**src/rtl/idct8_row_feeder_pkg.sv**
```systemverilog
// Shared constants for the 8-point systolic IDCT: widths, pass encoding,
// per-pass shift/rounding values and the feeder-to-chain latency.
package idct8_row_feeder_pkg;

  localparam int IDCT_DW       = 25;
  localparam int IDCT_CW       = 16;
  localparam int IDCT_SHIFT_P0 = 7;
  localparam int IDCT_SHIFT_P1 = 12;
  localparam int IDCT_ADD_P0   = 1 << (IDCT_SHIFT_P0 - 1);
  localparam int IDCT_ADD_P1   = 1 << (IDCT_SHIFT_P1 - 1);
  localparam int IDCT_FEED_LAT = 9;
  localparam int IDCT_SHW      = 4;

  typedef enum logic {
    PASS_FIRST  = 1'b0,
    PASS_SECOND = 1'b1
  } pass_e;

endpackage

```
**src/rtl/idct8_row_feeder_skew_line.sv**
```systemverilog
// N-deep DW-bit delay line with asynchronous active-low clear.
module idct_skew_line
  import idct8_row_feeder_pkg::*;
#(
  parameter int N  = 1,
  parameter int DW = IDCT_DW
) (
  input  logic                 clk,
  input  logic                 rst_n,
  input  logic signed [DW-1:0] din,
  output logic signed [DW-1:0] dout
);

  logic signed [DW-1:0] sr_q [N];
  logic signed [DW-1:0] sr_d [N];

  always_comb begin
    sr_d[0] = din;
    for (int i = 1; i < N; i++) begin
      sr_d[i] = sr_q[i-1];
    end
  end

  always_ff @(posedge clk or negedge rst_n) begin
    if (!rst_n) begin
      for (int i = 0; i < N; i++) begin
        sr_q[i] <= '0;
      end
    end else begin
      sr_q <= sr_d;
    end
  end

  assign dout = sr_q[N-1];

endmodule

```
**src/rtl/idct8_row_feeder.sv**
```systemverilog
// Row feeder for the systolic IDCT chain: skews a coefficient row across the
// eight chain inputs, delays the per-pass rounding config, tags results, meters credits.
module idct8_row_feeder
  import idct8_row_feeder_pkg::*;
#(
  parameter int DW       = IDCT_DW,
  parameter int CW       = IDCT_CW,
  parameter int CREDITS  = 16,
  parameter int SHIFT_P0 = IDCT_SHIFT_P0,
  parameter int SHIFT_P1 = IDCT_SHIFT_P1
) (
  input  logic                 clk,
  input  logic                 reset_n,
  input  logic                 in_valid,
  output logic                 in_ready,
  input  logic signed [CW-1:0] in_coef_0,
  input  logic signed [CW-1:0] in_coef_1,
  input  logic signed [CW-1:0] in_coef_2,
  input  logic signed [CW-1:0] in_coef_3,
  input  logic signed [CW-1:0] in_coef_4,
  input  logic signed [CW-1:0] in_coef_5,
  input  logic signed [CW-1:0] in_coef_6,
  input  logic signed [CW-1:0] in_coef_7,
  input  logic                 in_last,
  input  logic                 pass_sel,
  output logic signed [DW-1:0] d_in_1,
  output logic signed [DW-1:0] d_in_2,
  output logic signed [DW-1:0] d_in_3,
  output logic signed [DW-1:0] d_in_4,
  output logic signed [DW-1:0] d_in_5,
  output logic signed [DW-1:0] d_in_6,
  output logic signed [DW-1:0] d_in_7,
  output logic signed [DW-1:0] d_in_8,
  output logic        [DW-1:0] add,
  output logic [IDCT_SHW-1:0]  shift,
  output logic                 out_valid,
  output logic                 out_last,
  input  logic                 credit_ret,
  output logic                 err_credit
);

  localparam int CNT_W = 8;
  localparam int LAT   = IDCT_FEED_LAT;

  function automatic logic [DW-1:0] round_add(input logic [IDCT_SHW-1:0] sh);
    logic [DW-1:0] one;
    one = {{(DW-1){1'b0}}, 1'b1};
    if (sh == '0) return '0;
    return one << (sh - 4'd1);
  endfunction

  function automatic logic signed [DW-1:0] sext(input logic signed [CW-1:0] c);
    return {{(DW-CW){c[CW-1]}}, c};
  endfunction

  logic [CNT_W-1:0]    credit_q, credit_d;
  logic                err_q, err_d;
  logic                accept;
  logic [IDCT_SHW-1:0] shift_q [LAT];
  logic [IDCT_SHW-1:0] shift_d [LAT];
  logic [1:0]          tag_q [LAT];
  logic [1:0]          tag_d [LAT];
  logic                out_valid_q, out_valid_d;
  logic                out_last_q, out_last_d;

  logic signed [CW-1:0] coef     [8];
  logic signed [DW-1:0] skew_in  [8];
  logic signed [DW-1:0] skew_out [8];

  assign coef[0] = in_coef_0;
  assign coef[1] = in_coef_1;
  assign coef[2] = in_coef_2;
  assign coef[3] = in_coef_3;
  assign coef[4] = in_coef_4;
  assign coef[5] = in_coef_5;
  assign coef[6] = in_coef_6;
  assign coef[7] = in_coef_7;

  assign in_ready = (credit_q != '0);
  assign accept   = in_valid && in_ready;

  // Bubble cycles feed zeros so idle slots contribute nothing to the chain.
  for (genvar k = 0; k < 8; k++) begin : g_skew
    assign skew_in[k] = accept ? sext(coef[k]) : '0;
    idct_skew_line #(.N(k + 1), .DW(DW)) u_line (
      .clk  (clk),
      .rst_n(reset_n),
      .din  (skew_in[k]),
      .dout (skew_out[k])
    );
  end

  assign d_in_1 = skew_out[0];
  assign d_in_2 = skew_out[1];
  assign d_in_3 = skew_out[2];
  assign d_in_4 = skew_out[3];
  assign d_in_5 = skew_out[4];
  assign d_in_6 = skew_out[5];
  assign d_in_7 = skew_out[6];
  assign d_in_8 = skew_out[7];

  always_comb begin
    credit_d = credit_q;
    err_d    = err_q;
    if (accept && !credit_ret) begin
      credit_d = credit_q - 1'b1;
    end else if (!accept && credit_ret) begin
      if (credit_q == CNT_W'(CREDITS)) err_d = 1'b1;
      else                             credit_d = credit_q + 1'b1;
    end
  end

  // Only the shift travels down the config pipe; add is derived from it at the output.
  always_comb begin
    shift_d[0] = '0;
    if (accept) begin
      shift_d[0] = (pass_sel == PASS_SECOND) ? IDCT_SHW'(SHIFT_P1) : IDCT_SHW'(SHIFT_P0);
    end
    tag_d[0] = {accept, accept & in_last};
    for (int i = 1; i < LAT; i++) begin
      shift_d[i] = shift_q[i-1];
      tag_d[i]   = tag_q[i-1];
    end
    out_valid_d = tag_q[LAT-1][1];
    out_last_d  = tag_q[LAT-1][0];
  end

  always_ff @(posedge clk or negedge reset_n) begin
    if (!reset_n) begin
      credit_q    <= CNT_W'(CREDITS);
      err_q       <= 1'b0;
      out_valid_q <= 1'b0;
      out_last_q  <= 1'b0;
      for (int i = 0; i < LAT; i++) begin
        shift_q[i] <= '0;
        tag_q[i]   <= '0;
      end
    end else begin
      credit_q    <= credit_d;
      err_q       <= err_d;
      out_valid_q <= out_valid_d;
      out_last_q  <= out_last_d;
      shift_q     <= shift_d;
      tag_q       <= tag_d;
    end
  end

  assign shift      = shift_q[LAT-1];
  assign add        = round_add(shift_q[LAT-1]);
  assign out_valid  = out_valid_q;
  assign out_last   = out_last_q;
  assign err_credit = err_q;

endmodule

```
**config.mk**
```make
export PLATFORM = sky130hd
export DESIGN_NAME = idct8_row_feeder
export DESIGN_NICKNAME = d
export VERILOG_FILES = /design/src/rtl/idct8_row_feeder_pkg.sv /design/src/rtl/idct8_row_feeder_skew_line.sv /design/src/rtl/idct8_row_feeder.sv
export SDC_FILE = /design/constraint.sdc
export NUM_CORES = 1
export LEC_CHECK = 0
export ABC_AREA = 1
export CORE_MARGIN = 3
export CORE_UTILIZATION = 55
export DETAILED_ROUTE_END_ITERATION = 16
export HOLD_SLACK_MARGIN = 0.06
export PLACE_DENSITY_LB_ADDON = 0.05
export SYNTH_ARGS = -nofsm -noshare
export SYNTH_HDL_FRONTEND = slang
export SYNTH_HIERARCHICAL = 1
export SYNTH_SLANG_ARGS = --single-unit
```
**constraint.sdc**
```tcl
create_clock -name clk -period 7.77 [get_ports clk]
set_clock_uncertainty 0.2 [all_clocks]
set_input_delay 1.554 -clock clk [delete_from_list [all_inputs] [get_ports clk]]
set_output_delay 1.554 -clock clk [all_outputs]
set_load 0.005 [all_outputs]
```
==> metrics.yaml <==
timing:
  period_minus_slack_ns: 4.14
  timing.final.max_slew_violations: 0
  tightest_slew_ns: 1.02
  fmax_mhz: 241
  finalHoldViolations: 0
  setup_violations: 0
  timing.slew.headroom: 0.321
  finalSetupTns_ns: 0
  finalCritPeriodShare: 0.533
  grt_setup_unrepaired: "no"
setup_path:
  crit_start: "shift[2]$_DFF_PN0_"
  slowest_delay_ns: 0.55
  criticalPathCategory: "register to output pin"
  cp_max_fo: 6
  critPathSlowestCell: "clkdlybuf4s50_1"
  timing.rr.end: "g_skew[0].u_line/dout[15]$_DFF_PN0_"
  cp_cell_sequence: "nor2_1 -> ha_1 -> nor3_1 -> clkdlybuf4s50_1"
  crit_arrival_ns: 2.39
  end_kind: "output pin"
  r2r-start: "credit_q[5]$_DFFE_PN0P_"
  crit_family: "buffers and inverters"
  reg2reg_slack_ns: 4.51
  cp.depth: 4
  start_kind: "register"
  critPathBufInv: 1
  required_ns: 6.02
  endpoint: "add[11]"
  ff2ff_path_depth: 8
pwr:
  total_power_uw: 10400
  leakage_uw: 0.0165
  peakVddDrop_mv: 0.257
  powerDensity_nw_per_um2: 318
global_routing:
  met3_usage: 0.0500
  gr-total-overflow: 0
  grtUsageMet2: 0.315
  antenna_found_initial: 3
  grt_pass1_wl_um: 69700
  grt_max_degree: 200
  busiest_layer: "met2"
  grt.total_usage: 0.184
  grt_pass1_vias: 12500
  use_met1: 0.228
placed_design:
  dp_hpwl_um: 24100
  portBuffers: 349
  gp_congestion: 0.756
  dp_cells: 2311
logic_synthesis:
  ys_seq_area_frac: 0.927
  synth_warnings: 6
  synthXorXnorAreaFrac: 0.00103
  ys_ff_latch: 947
  synth-compound-area-share: 0.00308
  synthMuxAreaShare: 0
  synth_edf_count: 0
  synth_cell_type_count: 27
  yosys.area_share.adder: 0.00294
  synthFlopType: "dfrtp_1"
  netlist_instances: 1372
  yosys.area_share.simple: 0.0331
  synth_top_family_by_area: "simple AND/OR/NAND/NOR gates"
  avgSynthCellArea_um2: 18.6
  synthArstFlopShare: 1.00
  syn_area_um2: 25600
route:
  detail_route.first_pass.iterations: 4
  wl_per_cell_um: 17.5
  vias: 11100
  ant_nets: 0
  avgViaCountPerCell: 4.47
  drc: 0
  wirelength_um: 43200
  drt_iter0_drc: 647
clocking:
  root_buffer: "clkbuf_16"
  clkTransAtPathRegs_ns: 0.06
  post_cts_resized: 0
  clockBufferDepth: 3
  cts_tree: "done"
  clock_latency_ns: 0.60
  clock_sinks: 947
  h-tree-depth: 3
  cts_buffers: 86
  holdBufCountCts: 0
  post_cts_buffers: 0
floorplan:
  core_um2: 45700
  dieArea_um2: 49100
  row_count: 78
  io_pins: 367
  start_util: 0.560
  dieWidth_um: 222
  die_y_um: 222
worst_hold_path:
  hold_path_class: "register to register"
finish:
  nNetsFinal: 1939
  layout-drive-gt1-share: 0.0877
  fin_cells: 2473
  area_growth_pct: 28.3
run_status:
  outcome: "completed"
flow_run:
  cap_viol_max_count: 0
-- flip-flops by register name, indices dropped and copies added, names as in the netlist --
register            count
out_valid               1
shift                   3
out_last                1
g_skew.u_line/sr_d    700
credit_q                8
shift_d                24
tag_d                   8
out_last_d              1
err_credit              1
g_skew.u_line/dout    200
-- cells by family (layout without fill, tap and decap cells) --
| family | Yosys count | count (layout) |
|---|---|---|
| buffers and inverters | 189 | 671 |
| and+or+nand+nor | 214 | 214 |
| adders and majority gates | 6 | 6 |
| other | 1 | 20 |
| AOI/OAI and AO/OA | 12 | 12 |
| DFF | 947 | 947 |
| xor gates and xnor gates | 3 | 3 |
-- metal layers --
metal,part of all wire,vias up
met4,0.026,0
met5,0,-
met3,0.066,83
met2,0.53,319
li1,-,4918
met1,0.38,5737
-- cell usage after synthesis, drive strengths merged (2+ instances only) --
| master | count | area share |
|---|---|---|
| a21boi | 2 | 0.00059 |
| buf | 36 | 0.010 |
| dfrtp | 946 | 0.93 |
| ha | 6 | 0.0029 |
| inv | 153 | 0.022 |
| nand2 | 50 | 0.0074 |
| nand3 | 14 | 0.0027 |
| nor2 | 141 | 0.021 |
| nor3 | 6 | 0.0012 |
| o21ai | 5 | 0.00098 |
| xnor2 | 2 | 0.00069 |
-- where the power goes --
part	total (µW)	leakage [µW]	internal [µW]	switching, µW
clock network	4350	0.00151	2640	1710
registers	5470	0.0122	5330	142
logic	603	0.00277	283	321
-- cells in the final DEF (no fill, tap or decap), types with 3 or more instances in the layout --
cell,n
o21ai_0,4
clkinv_2,18
nand2_1,49
nor3_1,6
ha_1,6
nor2_1,141
diode_2,3
clkdlybuf4s50_1,348
clkbuf_8,24
clkbuf_16,91
conb_1,17
clkbuf_1,15
inv_2,4
dfrtp_1,946
buf_12,4
inv_1,149
bufinv_16,8
buf_4,6
nand3_1,14
-- worst min-delay path by stage --
stage	from	to	slack, ns	depth (start not counted)
after global routing	g_skew[5].u_line/sr_d[25]$_DFF_PN0_	g_skew[5].u_line/sr_d[0]$_DFF_PN0_	0.14	0
after floorplan	g_skew[1].u_line/sr_d[0]$_DFF_PN0_	g_skew[1].u_line/dout[0]$_DFF_PN0_	0.13	0
after CTS	g_skew[5].u_line/sr_d[124]$_DFF_PN0_	g_skew[5].u_line/sr_d[99]$_DFF_PN0_	0.13	0
final	g_skew[5].u_line/sr_d[106]$_DFF_PN0_	g_skew[5].u_line/sr_d[81]$_DFF_PN0_	0.14	0
after global placement	g_skew[7].u_line/sr_d[7]$_DFF_PN0_	g_skew[7].u_line/dout[7]$_DFF_PN0_	0.13	0
after detailed placement	g_skew[1].u_line/sr_d[10]$_DFF_PN0_	g_skew[1].u_line/dout[10]$_DFF_PN0_	0.13	0
-- layout make-up --
class                   count  area (µm²)
repair buffers            359        3620
flip-flops and latches    947       23700
clock buffers             130        2660
fillers                  2782       12900
clock inverters            29         370
diodes                      3        7.51
multi-input cells         252        1090
well taps                 600         751
inverters                 153         574
-- per-stage QoR --
| step | util | hold WS, ns | setup slack (ns) | instance area [µm²] |
|---|---|---|---|---|
| floorplan | - | 0.131 | 4.43 | 25600 |
| global placement | 0.651 | 0.131 | 3.57 | 29700 |
| detailed placement | 0.651 | 0.135 | 3.45 | 29700 |
| CTS | 0.718 | 0.133 | 3.62 | 32800 |
| global route | 0.718 | 0.141 | 3.55 | 32800 |
| finish | 0.718 | 0.136 | 3.63 | 32800 |
No activity file was read; power rests on OpenSTA's default activity.
